===== src/rtl/layer_pkg.sv =====
// layer_pkg: shared state, element types and weight indexing for the layer sequencer
package layer_pkg;
  localparam int WEIGHT_W = 9;
  localparam int RESULT_W = $clog2(1000);
  typedef logic signed [WEIGHT_W-1:0] weight_t;
  typedef logic [RESULT_W-1:0] result_t;
  typedef enum logic [1:0] {IDLE, ISSUE, DRAIN, DONE} state_t;
  function automatic int unsigned widx(input int unsigned k, input int unsigned j, input int unsigned li);
    return k * li + j;
  endfunction
endpackage


===== src/rtl/lat_pipe.sv =====
// lat_pipe: DEPTH-stage {valid, index} shift register tracking issues through the datapath
module lat_pipe #(
  parameter int DEPTH = 2,
  parameter int IW = 2
) (
  input  logic          clk,
  input  logic          rst,
  input  logic          vld,
  input  logic [IW-1:0] idx,
  output logic          q_vld,
  output logic [IW-1:0] q_idx
);
  logic [DEPTH-1:0] v;
  logic [DEPTH-1:0][IW-1:0] x;
  always_ff @(posedge clk or posedge rst) begin
    if (rst) begin
      v <= '0;
      x <= '0;
    end else begin
      v[0] <= vld;
      x[0] <= idx;
      for (int i = 1; i < DEPTH; i++) begin
        v[i] <= v[i-1];
        x[i] <= x[i-1];
      end
    end
  end
  assign q_vld = v[DEPTH-1];
  assign q_idx = x[DEPTH-1];
endmodule


===== src/rtl/layer_seq.sv =====
// layer_seq: time-multiplexes one neuron datapath across all layer outputs.
// Defining LAYER_SEQ_PERF_EN adds a saturating busy-cycle counter (perf_cycles, perf_clr).
module layer_seq
  import layer_pkg::*;
#(
  parameter int LENGHT_I = 4,
  parameter int LENGHT_O = 2,
  parameter int WIDTH_W = WEIGHT_W,
  parameter int WIDTH_I = 1,
  parameter int RANGE_SIGM = 1000,
  parameter int WIDTH_O = $clog2(RANGE_SIGM),
  parameter int NEURON_LAT = 2,
  parameter int WADDR_W = $clog2(LENGHT_I*LENGHT_O)
) (
  input  logic                              clk,
  input  logic                              rst,
  input  logic                              w_we,
  input  logic [WADDR_W-1:0]                w_addr,
  input  logic [WIDTH_W-1:0]                w_data,
  input  logic                              in_valid,
  output logic                              in_ready,
  input  logic [LENGHT_I-1:0][WIDTH_I-1:0]  in,
  output logic                              n_valid,
  output logic [LENGHT_I-1:0][WIDTH_W-1:0]  n_w,
  output logic [LENGHT_I-1:0][WIDTH_I-1:0]  n_in,
  input  logic [WIDTH_O-1:0]                n_res,
  output logic                              out_valid,
  input  logic                              out_ready,
  output logic [LENGHT_O-1:0][WIDTH_O-1:0]  out,
`ifdef LAYER_SEQ_PERF_EN
  input  logic                              perf_clr,
  output logic [31:0]                       perf_cycles,
`endif
  output logic                              busy
);
  localparam int KW = $clog2(LENGHT_O+1);
  localparam int N = LENGHT_I*LENGHT_O;
  localparam logic [KW-1:0] K_LAST = KW'(LENGHT_O-1);
  state_t st, nxt;
  logic [KW-1:0] k, d_idx;
  logic d_vld;
  logic [WIDTH_W-1:0] mem [N];
  logic [LENGHT_I-1:0][WIDTH_I-1:0] in_q;
  assign in_ready = st == IDLE;
  assign n_valid = st == ISSUE;
  assign out_valid = st == DONE;
  assign busy = st != IDLE;
  assign n_in = n_valid ? in_q : '0;
  always_comb begin
    for (int j = 0; j < LENGHT_I; j++)
      n_w[j] = n_valid ? mem[WADDR_W'(widx(int'(k), j, LENGHT_I))] : '0;
  end
  always_comb begin
    nxt = st;
    case (st)
      IDLE:    nxt = in_valid ? ISSUE : IDLE;
      ISSUE:   nxt = k == K_LAST ? DRAIN : ISSUE;
      DRAIN:   nxt = d_vld && d_idx == K_LAST ? DONE : DRAIN;
      DONE:    nxt = out_ready ? IDLE : DONE;
      default: nxt = IDLE;
    endcase
  end
  // the weight write lands on the same edge as the handshake, so the first issue sees it
  always_ff @(posedge clk or posedge rst) begin
    if (rst) begin
      st <= IDLE;
      k <= '0;
      in_q <= '0;
      out <= '0;
      for (int i = 0; i < N; i++) mem[i] <= '0;
    end else begin
      st <= nxt;
      if (w_we && st == IDLE && int'(w_addr) < N) mem[w_addr] <= w_data;
      if (in_valid && in_ready) begin
        in_q <= in;
        k <= '0;
      end else if (st == ISSUE && k != K_LAST) begin
        k <= k + KW'(1);
      end
      for (int i = 0; i < LENGHT_O; i++)
        if (d_vld && d_idx == KW'(i)) out[i] <= n_res;
    end
  end
  lat_pipe #(.DEPTH(NEURON_LAT), .IW(KW)) u_lat (
    .clk(clk),
    .rst(rst),
    .vld(n_valid),
    .idx(k),
    .q_vld(d_vld),
    .q_idx(d_idx)
  );
`ifdef LAYER_SEQ_PERF_EN
  always_ff @(posedge clk or posedge rst) begin
    if (rst) perf_cycles <= '0;
    else if (perf_clr) perf_cycles <= '0;
    else if (busy && perf_cycles != '1) perf_cycles <= perf_cycles + 32'd1;
  end
`endif
endmodule


===== config.mk =====
export PLATFORM = sky130hd
export DESIGN_NAME = layer_seq
export DESIGN_NICKNAME = d
export VERILOG_FILES = /design/src/rtl/layer_pkg.sv /design/src/rtl/lat_pipe.sv /design/src/rtl/layer_seq.sv
export SDC_FILE = /design/constraint.sdc
export NUM_CORES = 1
export LEC_CHECK = 0
export CAP_MARGIN = 40
export CORE_MARGIN = 5
export CORE_UTILIZATION = 55
export CTS_BUF_LIST = sky130_fd_sc_hd__clkbuf_8
export DETAILED_ROUTE_END_ITERATION = 16
export HOLD_SLACK_MARGIN = 0.02
export PLACE_DENSITY = 0.85
export SYNTH_ARGS = -nofsm -noshare
export SYNTH_HDL_FRONTEND = slang
export SYNTH_SLANG_ARGS = --single-unit

===== constraint.sdc =====
create_clock -name clk -period 7.68 [get_ports clk]
set_clock_uncertainty 0.15 [all_clocks]
set_input_delay 1.536 -clock clk [delete_from_list [all_inputs] [get_ports clk]]
set_output_delay 1.536 -clock clk [all_outputs]
set_load 0.01 [all_outputs]

==> results.tsv <==
metric	value	unit
final-setup-viol-count	0	
htreeDepth	3	
floorplan.rows	33	
flow.area_growth_from_synthesis	27.2	%
path_cells	or2b_1, buf_4, nor2_1, clkdlybuf4s50_1	
synth_largest_area_cell	sky130_fd_sc_hd__dfrtp_1	
synth_edf_count	0	
layout.cells.most_common	sky130_fd_sc_hd__dfrtp_1	
worst_ir_drop_vdd	0.181	mV
drive_gt1_share	27.6	%
p_sw_share	31.8	%
max-slew-margin-rel	56.1	%
gp_routability_congestion	0.784	
drcViolationCount	0	
yosys_warnings	0	
portBuffers	94	
placeableCoreArea	8220	µm²
min_to	u_lat.q_idx[0]	
worst_ep_arrival_time	2180	ps
finalHoldViolCount	0	
worst_path_cell_with_the_longest_stage_delay	sky130_fd_sc_hd__clkdlybuf4s50_1	
synth_seq_area_share	57.4	%
final_cell_mix	sky130_fd_sc_hd__dfrtp_1, sky130_fd_sc_hd__clkdlybuf4s50_1, sky130_fd_sc_hd__mux2_2	
seq_power_share	43.8	%
clock_power_share	14.8	%
rsz0062_at_grt	no	
chipHeight	102	µm
worstReg2RegStart	st[0]	
synthesis.area	4620	µm²
finalCritPeriodShare	50.3	%
status	finished, final reports clean	
hold_buffers	0	
final_max_slew_viol_count	0	
synth_area_leaders	sky130_fd_sc_hd__dfrtp_1, sky130_fd_sc_hd__mux2_2, sky130_fd_sc_hd__mux2i_1	
root_buffer	sky130_fd_sc_hd__clkbuf_8	
layout_setup_ws	3820	ps
worst_max_slew_pin_slew	658	ps
worstSetupStartpointType	flop	
clkSlewWorstSetupHoldPaths	90	ps
post-dp-hpwl	6720	µm
critPathMaxFanout	36	
synthFlopType	sky130_fd_sc_hd__dfrtp_1	
clk_path_buf_depth	2	
gr-usage-met2	32.4	%
grtUsageMet3	4.82	%
crit_type	reg -> out	
detail_route.iter0.violations	115	
period_minus_slack	3860	ps
start_util	56.2	%
timing.critical_path.slowest_cell_delay	560	ps
maxCapViolations	0	
tritoncts_num_sinks	106	
cp_data_required_time	5990	ps
r2r-end	mem[40]	
fin_tns_setup	0	ps
detailroute.via_count	2878	
power_density	388	nW/µm²
min_path_cells	0	
number_of_antenna_violations_at_the_first_check_in_global_routing	0	
postCtsSetupRepairBufs	0	
worstSetupEndpointType	output pin	
syn_inst	326	
internal_power	0.00155	W
met1_usage	26.8	%
max_freq	0.259	GHz
vias_per_cell	5.41	
p_leak	2.59	nW
hold_path_class	reg -> reg	
globalRouteOverflowTotal	0	
power.share.combinational	41.4	%
worst-r2r-cell-count	3	
min_from	u_lat.x[0]	
drtPass1Iterations	4	
diodes	0	
ys_ff_latch	106	
most_heavily_used_metal_layer_in_global_routing	met2	
wire_length_of_the_first_global_routing_pass	15900	µm
setup.reg_to_reg.worst_slack	5490	ps
pin_count_of_the_biggest_net_entering_global_routing	71	
syn_nets	358	
post_synth_num_cell_types	27	
grt_pass1_vias	3041	
post_cts.resized_instances	0	
place_ws	3970	ps
die-area	10300	µm²
dieWidth	102	µm
tritoncts_clock_tree	yes	
io_pins	95	
detail-route-antenna-nets	0	
number_of_buffers_created_by_cts	9	
clock_latency	350	ps
final_net_count	454	
syn_avg_cell_area	14.2	µm²
wirelength_per_cell	18.2	µm
p_total	0.00228	W
drt-total-wl	9690	µm
globalRouteTotalUtil	20.1	%
yosys.area.top_type_share	57.4	%
switchingPower	0.000724	W
synth_async_reset_ratio	100	%
[cell families (layout without fill, tap and decap cells)]
kind of cell             after synthesis  after routing  share of synthesized area, %
buffers and inverters                 20            121                          2.33
AO/OA/AOI/OAI                          3              3                         0.406
adder cells (fa/ha/maj)                1              1                         0.271
XOR/XNOR                               1              1                         0.190
AND/OR/NAND/NOR                       62             62                          6.91
multiplexers                         133            133                          32.5
flip-flops                           106            106                          57.4
[sequential cells by signal, summed over array words and instances (netlist names)]
name	count
u_lat.q_idx	2
out	20
u_lat.x	2
k	2
in_q	4
mem	72
st	2
u_lat.v	2
[metal layers]
layer | up-vias | share of wire, %
met5 | - | 0
met4 | 0 | 1.2
met3 | 10 | 6.5
met2 | 94 | 48
met1 | 1451 | 44
li1 | 1323 | -
[layout make-up]
| class | instances | area, µm² |
|---|---|---|
| inverters | 6 | 25.0 |
| fillers | 551 | 2340 |
| well taps | 105 | 131 |
| multi-input cells | 200 | 1860 |
| clock buffers | 9 | 124 |
| clock inverters | 7 | 71.3 |
| repair buffers | 99 | 1010 |
| flip-flops and latches | 106 | 2650 |
[how the worst max path moves through the flow]
stage | start | end | cells after the start
6_report | st[0] | n_w[16] | 4
5_1_grt | st[0] | n_w[27] | 4
4_1_cts | st[0] | n_w[6] | 4
3_5_place_dp | w_addr[2] | mem[37] | 4
3_3_place_gp | k[0] | n_w[14] | 3
2_1_floorplan | rst | in_q[0] | 1
[power groups by stage]
stage | registers, W | clock network, W | logic, W
final | 0.000998 | 0.000337 | 0.000944
after global routing | 0.00103 | 0.000370 | 0.00102
after CTS | 0.000997 | 0.000346 | 0.000959
after detailed placement | 0.00101 | 0 | 0.000956
after global placement | 0.00102 | 0 | 0.000886
after floorplan | 0.000962 | 0 | 0.000581
[cell usage after synthesis, types with 2 or more instances]
cell type and count:
sky130_fd_sc_hd__mux2_4 9, sky130_fd_sc_hd__buf_2 5, sky130_fd_sc_hd__and3_1 2, sky130_fd_sc_hd__nor3b_1 2, sky130_fd_sc_hd__nor2_1 41, sky130_fd_sc_hd__clkbuf_1 5, sky130_fd_sc_hd__and2_1 4, sky130_fd_sc_hd__mux2i_1 36
sky130_fd_sc_hd__nand2_2 6, sky130_fd_sc_hd__inv_1 6, sky130_fd_sc_hd__buf_6 3, sky130_fd_sc_hd__mux2_2 78, sky130_fd_sc_hd__nor2b_1 2, sky130_fd_sc_hd__dfrtp_1 106, sky130_fd_sc_hd__mux2_1 9
[critical path: cells and delay by family (launching register included)]
family	cells	cell delay [ps]
DFF	1	540
and+or+nand+nor	2	450
buffers and inverters	2	820
[metrics by stage]
step | utilization (%) | std cells | area, µm² | hold WS [ps]
after detailed placement | 69.1 | 516 | 5680 | 186
after floorplan | - | 326 | 4620 | 181
after global placement | 68.6 | 514 | 5630 | 185
final | 71.5 | 532 | 5880 | 207
after global routing | 71.5 | 532 | 5880 | 209
after CTS | 71.5 | 532 | 5880 | 200
No activity file was read; power rests on OpenSTA's default activity.
